[config.mk]
export PLATFORM = sky130hd
export DESIGN_NAME = fifo_rd_arbiter
export DESIGN_NICKNAME = d
export VERILOG_FILES = /design/src/rtl/fifo_rd_arbiter.sv
export SDC_FILE = /design/constraint.sdc
export NUM_CORES = 1
export LEC_CHECK = 0
export BUFFER_PORTS_ARGS = -buffer_cell sky130_fd_sc_hd__buf_2
export CAP_MARGIN = 10
export CORE_UTILIZATION = 47
export DETAILED_ROUTE_END_ITERATION = 10
export PLACE_DENSITY_LB_ADDON = 0.08
export SETUP_SLACK_MARGIN = 0.4
export SLEW_MARGIN = 20
export SYNTH_ARGS = -nofsm -noshare
export SYNTH_HDL_FRONTEND = slang
export SYNTH_SLANG_ARGS = --single-unit
[constraint.sdc]
create_clock -name r_clk -period 2.9 [get_ports r_clk]
set_input_delay 0.435 -clock r_clk [delete_from_list [all_inputs] [get_ports r_clk]]
set_output_delay 0.435 -clock r_clk [all_outputs]
set_load 0.005 [all_outputs]
[src/rtl/fifo_rd_arbiter.sv]
`timescale 1ns/1ps
// fifo_rd_arbiter: round-robin arbiter sharing one FIFO read port among NREQ
// burst consumers, tagging each returned word with requester id and a
// last-word marker.
//   r_clk, r_resetn        read-domain clock, async active-low reset
//   req, req_len           per-requester burst request and packed length-1
//   fifo_empty, fifo_rdata registered empty flag and read data from the FIFO
//   r_enbl                 FIFO read enable (combinational, READ state only)
//   gnt, busy              one-hot grant and busy, held for the whole burst
//   out_valid/data/id/last tagged read-data stream
module fifo_rd_arbiter #(
    parameter int unsigned NREQ   = 4,
    parameter int unsigned DWIDTH = 8,
    parameter int unsigned BLEN_W = 4,
    localparam int unsigned IDW   = (NREQ > 1) ? $clog2(NREQ) : 1
) (
    input  logic                     r_clk,
    input  logic                     r_resetn,
    input  logic [NREQ-1:0]          req,
    input  logic [NREQ*BLEN_W-1:0]   req_len,
    input  logic                     fifo_empty,
    input  logic [DWIDTH-1:0]        fifo_rdata,
    output logic                     r_enbl,
    output logic [NREQ-1:0]          gnt,
    output logic                     busy,
    output logic                     out_valid,
    output logic [DWIDTH-1:0]        out_data,
    output logic [IDW-1:0]           out_id,
    output logic                     out_last
);

    typedef enum logic [1:0] {IDLE, READ, FLUSH} state_t;

    state_t              state;
    logic [IDW-1:0]      rr_ptr;
    logic [BLEN_W-1:0]   len_q;
    logic [BLEN_W-1:0]   issue_cnt;

    logic                any_req;
    logic [IDW-1:0]      pick;
    logic [IDW:0]        scan_sum;
    logic [IDW-1:0]      scan_idx;
    logic [NREQ-1:0]     pick_gnt;
    logic [BLEN_W-1:0]   pick_len;
    logic [IDW-1:0]      rr_next;

    // First set req bit scanning upward from rr_ptr with wrap (any NREQ).
    always_comb begin
        any_req  = 1'b0;
        pick     = '0;
        scan_sum = '0;
        scan_idx = '0;
        for (int unsigned i = 0; i < NREQ; i++) begin
            scan_sum = {1'b0, rr_ptr} + (IDW+1)'(i);
            if (scan_sum >= (IDW+1)'(NREQ)) begin
                scan_sum = scan_sum - (IDW+1)'(NREQ);
            end
            scan_idx = scan_sum[IDW-1:0];
            if (!any_req && req[scan_idx]) begin
                any_req = 1'b1;
                pick    = scan_idx;
            end
        end
    end

    // Decode the winner into a one-hot grant and select its length field.
    always_comb begin
        pick_gnt = '0;
        pick_len = '0;
        for (int unsigned j = 0; j < NREQ; j++) begin
            if (pick == IDW'(j)) begin
                pick_gnt[j] = 1'b1;
                pick_len    = req_len[j*BLEN_W +: BLEN_W];
            end
        end
    end

    assign rr_next  = (pick == IDW'(NREQ - 1)) ? '0 : pick + IDW'(1);

    // Read only while in READ and the registered empty flag is clear.
    assign r_enbl   = (state == READ) && !fifo_empty;

    // Data returns one cycle after r_enbl, aligned with registered out_valid.
    assign out_data = fifo_rdata;

    // Control FSM and registered outputs.
    always_ff @(posedge r_clk or negedge r_resetn) begin
        if (!r_resetn) begin
            state     <= IDLE;
            gnt       <= '0;
            busy      <= 1'b0;
            out_valid <= 1'b0;
            out_last  <= 1'b0;
            out_id    <= '0;
            rr_ptr    <= '0;
            len_q     <= '0;
            issue_cnt <= '0;
        end else begin
            out_valid <= r_enbl;
            out_last  <= r_enbl && (issue_cnt == len_q);
            case (state)
                IDLE: begin
                    if (any_req) begin
                        gnt       <= pick_gnt;
                        busy      <= 1'b1;
                        len_q     <= pick_len;
                        out_id    <= pick;
                        issue_cnt <= '0;
                        rr_ptr    <= rr_next;
                        state     <= READ;
                    end
                end
                READ: begin
                    if (r_enbl) begin
                        // Compare before increment so len = 2^BLEN_W-1 never wraps early.
                        issue_cnt <= issue_cnt + BLEN_W'(1);
                        if (issue_cnt == len_q) begin
                            state <= FLUSH;
                        end
                    end
                end
                FLUSH: begin
                    gnt   <= '0;
                    busy  <= 1'b0;
                    state <= IDLE;
                end
                default: state <= IDLE;
            endcase
        end
    end

endmodule

**Word-level counts from Yosys, hierarchy flattened**

Cells that the tools add are included.

- Bits in registers: 21
- Bits of input ports: 31
- Output and inout bits: 18
- Logic and storage cells: 92

- $add $sub $neg: 9
- $lt $le $gt $ge: 8
- Equal/unequal tests: 9
- Muxes and demuxes: 40
- Reduce and logical (&&, ||, !) cells: 17

Operators with widths:

| kind | number |
|---|---|
| $mux 4 | 7 |
| $mux 2 | 12 |
| $pmux 4 s2 | 2 |
| $mux 1 | 13 |
| $lt 2x3->1 const B | 4 |
| $ge 3x3->1 const B | 3 |
| $bmux 1 s2 | 4 |
| $sub 2x1->2 const B | 4 |
| $add 2x2->3 const B | 2 |
| $eq 2x2->1 const B | 3 |
| $reduce_and 3->1 | 2 |
| $logic_and 1x1->1 | 5 |
| $add 4x1->4 const B | 1 |
| $eq 2x1->1 const B | 2 |
| $eq 4x4->1 | 1 |
| $logic_not 1->1 | 4 |
| $logic_not 2->1 | 2 |
| $ne 2x2->1 const B | 2 |
| $pmux 2 s2 | 1 |
| $reduce_and 2->1 | 2 |
| $reduce_bool 2->1 | 2 |
| $add 2x1->3 const B | 1 |
| $ge 2x3->1 const B | 1 |
| $add 2x1->2 const B | 1 |
| other kinds (2) | 2 |

**Logic depth before layout (Yosys ltp)**

- Depth in word-level cells: 19
- Mapped depth: 9
- Gate-level depth less buffers: 9

**Worst setup path before layout**

OpenSTA, ideal clock, no wires.

- Path kind: register -> register
- Start point: reg rr_ptr[1]
- End point: reg len_q[0]
- Setup time: 82 ps
- Arrival time: 2088 ps
- Required time: 2818 ps
- Path slack: 731 ps
- Stages on the path, launching flop included: 10
- Buffers on the path: 0
- Period minus slack after synthesis: 2169 ps
- Path through: dfrtp_1 nor2b_1 a21o_1 a221oi_2 inv_1 ha_1 nor2b_1 a221oi_1 a211o_1 a31oi_1

- Word-level cells in the longest chain between the ends: 19
- Elaborated cells on any way between the ends: 46
- Those cells by class: 7 x add/sub; 4 x order compare; 3 x eq/ne; 24 x mux; 8 x reduce/logical

RTL lines:

| what | line | source |
|---|---|---|
| start, declared | 35 | `logic [IDW-1:0] rr_ptr;` |
| start signal, assigned | 109 | `rr_ptr <= rr_next;` |
| parallel branches: the longest is 13 deep, another holds $add 2x1->3 | -- |  |
| $mux 2 * | 59 | `if (!any_req && req[scan_idx]) begin` |
| net pick[1] | 40 | `logic [IDW-1:0] pick;` |
| $logic_not 2->1 | 71 | `if (pick == IDW'(j)) begin` |
| $mux 4 (3 in series) | 71 |  |
| $mux 4 * | 71 |  |
| end signal, assigned | 106 | `len_q <= pick_len;` |
| end, declared | 36 | `logic [BLEN_W-1:0] len_q;` |

Mark *: on every way through the listed nets, which the timed path passes. The select of a mux whose other input is x is not followed.
A chain may end at the register's enable or synchronous reset.

**Worst setup path after layout**

- Start point: reg rr_ptr[1]
- End point: reg len_q[1]

Same word-level chain as after synthesis.

==> qor.txt <==
Synth Warn #: 0
Max Slew Vio Count: 0
Clock Root Buffer: clkbuf_4
Net Count, Synth: 153
Total global routing overflow: 0
Final GP Congestion: 0.897
Antenna cells: 0
Routed vias: 941
Initial Util: 0.519
HPWL after DPL: 1.77 mm
Hold violation total from the final report: 0
Maximum VDD drop: 539 uV
Die H: 52.6 um
Die ar.: 0.00277 mm2
Starting DRC count in detailed routing: 25
Worst Hold Class: in -> async
Post-synth top cells: dfrtp_1 (21), nor2_1 (11), buf_4 (8), inv_1 (8)
Total core area: 0.00232 mm2
CP max FO: 6
Num CTS Buffers: 3
Syn Inst Count: 117
Asr flop ratio synth: 1.00
Synth area leader: dfrtp_1
Share of post-route cells with drive strength above 1: 0.331
Via density: 5.54
Syn avg cell area: 10.3 um2
RSZ-0062 raised after global routing: no
Tcrit/Tclk final: 0.779
Arrival @ worst endpoint: 2.43 ns
Clk_lat worst skew: 0.31 ns
H-tree Lvls: 1
Initial antenna violation count: 0
Type of origin of the critical path: flop
Syn-to-layout area delta: 14.0%
Die W: 52.6 um
Top Usage Layer GRT: met2
DRT antenna net count: 0
Max_cap viols: 0
# Post-CTS Setup Buffers: 0
Power density over cell area: 990 mW/mm2
Mapped cell area: 0.00120 mm2
Slew @ Worst Pin: 0.610 ns
NumNets Final: 179
Synth Flop Type: dfrtp_1
CTS tree: done
Final WL: 2.32 mm
Met3 usage: 0.0290
Largest net degree at the start of global routing: 22
Slew headroom: 0.591
Min Hold Slack: 0.0532 ns
Fin cells: 170
WL/cell: 13.6 um
Post-synth top area share: 0.437
Fmax: 0.442 GHz
Sink Count: 21
Number of global-route vias before repair: 970
Worst Skew: 0.00605 ns
Total track usage: 0.199
Placed cells: 166
Crit. End Element: flop
Outcome: completed
Synth unique cells: 33
Fillers: 214
Main area contributors after synthesis: dfrtp_1 (44%), ha_1 (5.2%), a22o_1 (5.1%)
Required @ worst endpoint: 3.07 ns
First-pass GRT wire length: 4.04 mm
Port buffer count: 32
CTS clk-pin slew, worst paths: 0.12 ns
Register area share after synthesis: 0.437
Placement Rows: 17
Most common cell in the netlist: dfrtp_1
Setup_tns: 0 ns
Drt first pass iters: 3
EDFF count, synth: 0
GR Util met2: 0.342
Min Tclk post-route: 2.26 ns
Kind of critical path: reg -> reg
Io pins: 49
Clk buf depth: 2
DRC viols: 0
Final setup viols: 0
Synth Register Bits: 21
Grt met1 use: 0.244
Leakage: 0.688 nW
[state kept, by name, summed over array words and instances (netlist names), 2 cells and up]
signal     flops
gnt            4
issue_cnt      4
len_q          4
out_id         2
rr_ptr         2
state          2
[where the power goes]
| group | leakage, nW | switching (mW) | internal [mW] |
|---|---|---|---|
| Combinational | 0.415 | 0.331 | 0.352 |
| Sequential | 0.255 | 0.111 | 0.422 |
| Clock | 0.0177 | 0.0904 | 0.0515 |
| Total | 0.688 | 0.533 | 0.825 |
[final timing paths]
kind	depth (start not counted)	slack [ns]	end	startpoint
setup / recovery	9	0.64	len_q[1]$_DFFE_PN0P_	rr_ptr[1]$_DFFE_PN0P_
hold reg to reg	1	0.48	busy$_DFFE_PN0P_	busy$_DFFE_PN0P_
hold / removal	1	0.05	out_last$_DFF_PN0_	r_resetn
min in group r_clk	3	0.37	len_q[3]$_DFFE_PN0P_	req_len[15]
setup reg to reg	9	0.64	len_q[1]$_DFFE_PN0P_	rr_ptr[1]$_DFFE_PN0P_
max in group asynchronous	1	2.53	out_id[1]$_DFFE_PN0P_	r_resetn
[critical path, cell delays in order (launching register included)]
cell,delay [ns]
dfrtp_1,0.44
nor2b_1,0.16
a21o_1,0.20
a221oi_4,0.30
inv_1,0.12
ha_1,0.23
nor2b_2,0.17
a221oi_1,0.28
a211o_1,0.15
a31oi_1,0.07
[cell usage in the layout (no fill, tap or decap), types with 2 or more instances in the layout]
cell type,instances
nor4_2,2
mux2_4,2
a22o_1,7
a221oi_1,4
nor2_1,11
nand2_1,7
and2_1,2
a211o_1,4
xor2_1,6
ha_1,4
buf_2,32
a21oi_1,2
dfrtp_1,21
a31oi_1,5
o21bai_1,2
inv_1,8
nand2b_1,3
clkbuf_4,3
a21o_1,2
[through the flow]
step | setup slack (ns) | utilization | instance area, um2 | power (mW)
finish | 0.640 | 0.592 | 1370 | 1.36
global route | 0.436 | 0.592 | 1370 | 1.49
CTS | 0.404 | 0.582 | 1350 | 1.35
detailed placement | 0.415 | 0.570 | 1320 | 1.20
global placement | 0.435 | 0.570 | 1320 | 1.19
floorplan | 0.731 | - | 1200 | 1.03
[layout make-up]
cell class	count	area (um2)	share of cell area
clock buffers	3	22.5	0.0164
flip-flops and latches	21	526	0.383
clock inverters	1	5.00	0.00365
inverters	8	30.0	0.0219
multi-input cells	76	587	0.428
repair buffers	33	168	0.122
well taps	28	35.0	0.0255
[cell families (layout without fill, tap and decap cells)]
kind of cell / Yosys count / after routing / synth area share
AOI/OAI and AO/OA: 29 / 29 / 0.192
xor gates and xnor gates: 6 / 6 / 0.0437
adders and majority gates: 5 / 5 / 0.0520
buffers and inverters: 20 / 45 / 0.0946
DFF: 21 / 21 / 0.437
muxes: 3 / 3 / 0.0343
and+or+nand+nor: 33 / 33 / 0.147
[routing by layer]
layer / wire length, um / vias up
met4: 63 / 0
met5: 0 / -
met3: 112 / 12
met2: 1090 / 38
li1: - / 461
met1: 1060 / 430
[timing repair]
action,in CTS,in global routing
gates resized for setup,0,4
endpoints found under the hold margin,0,0
endpoints found under the setup margin,0,4
hold buffers,0,0
No activity file was read; power rests on OpenSTA's default activity.
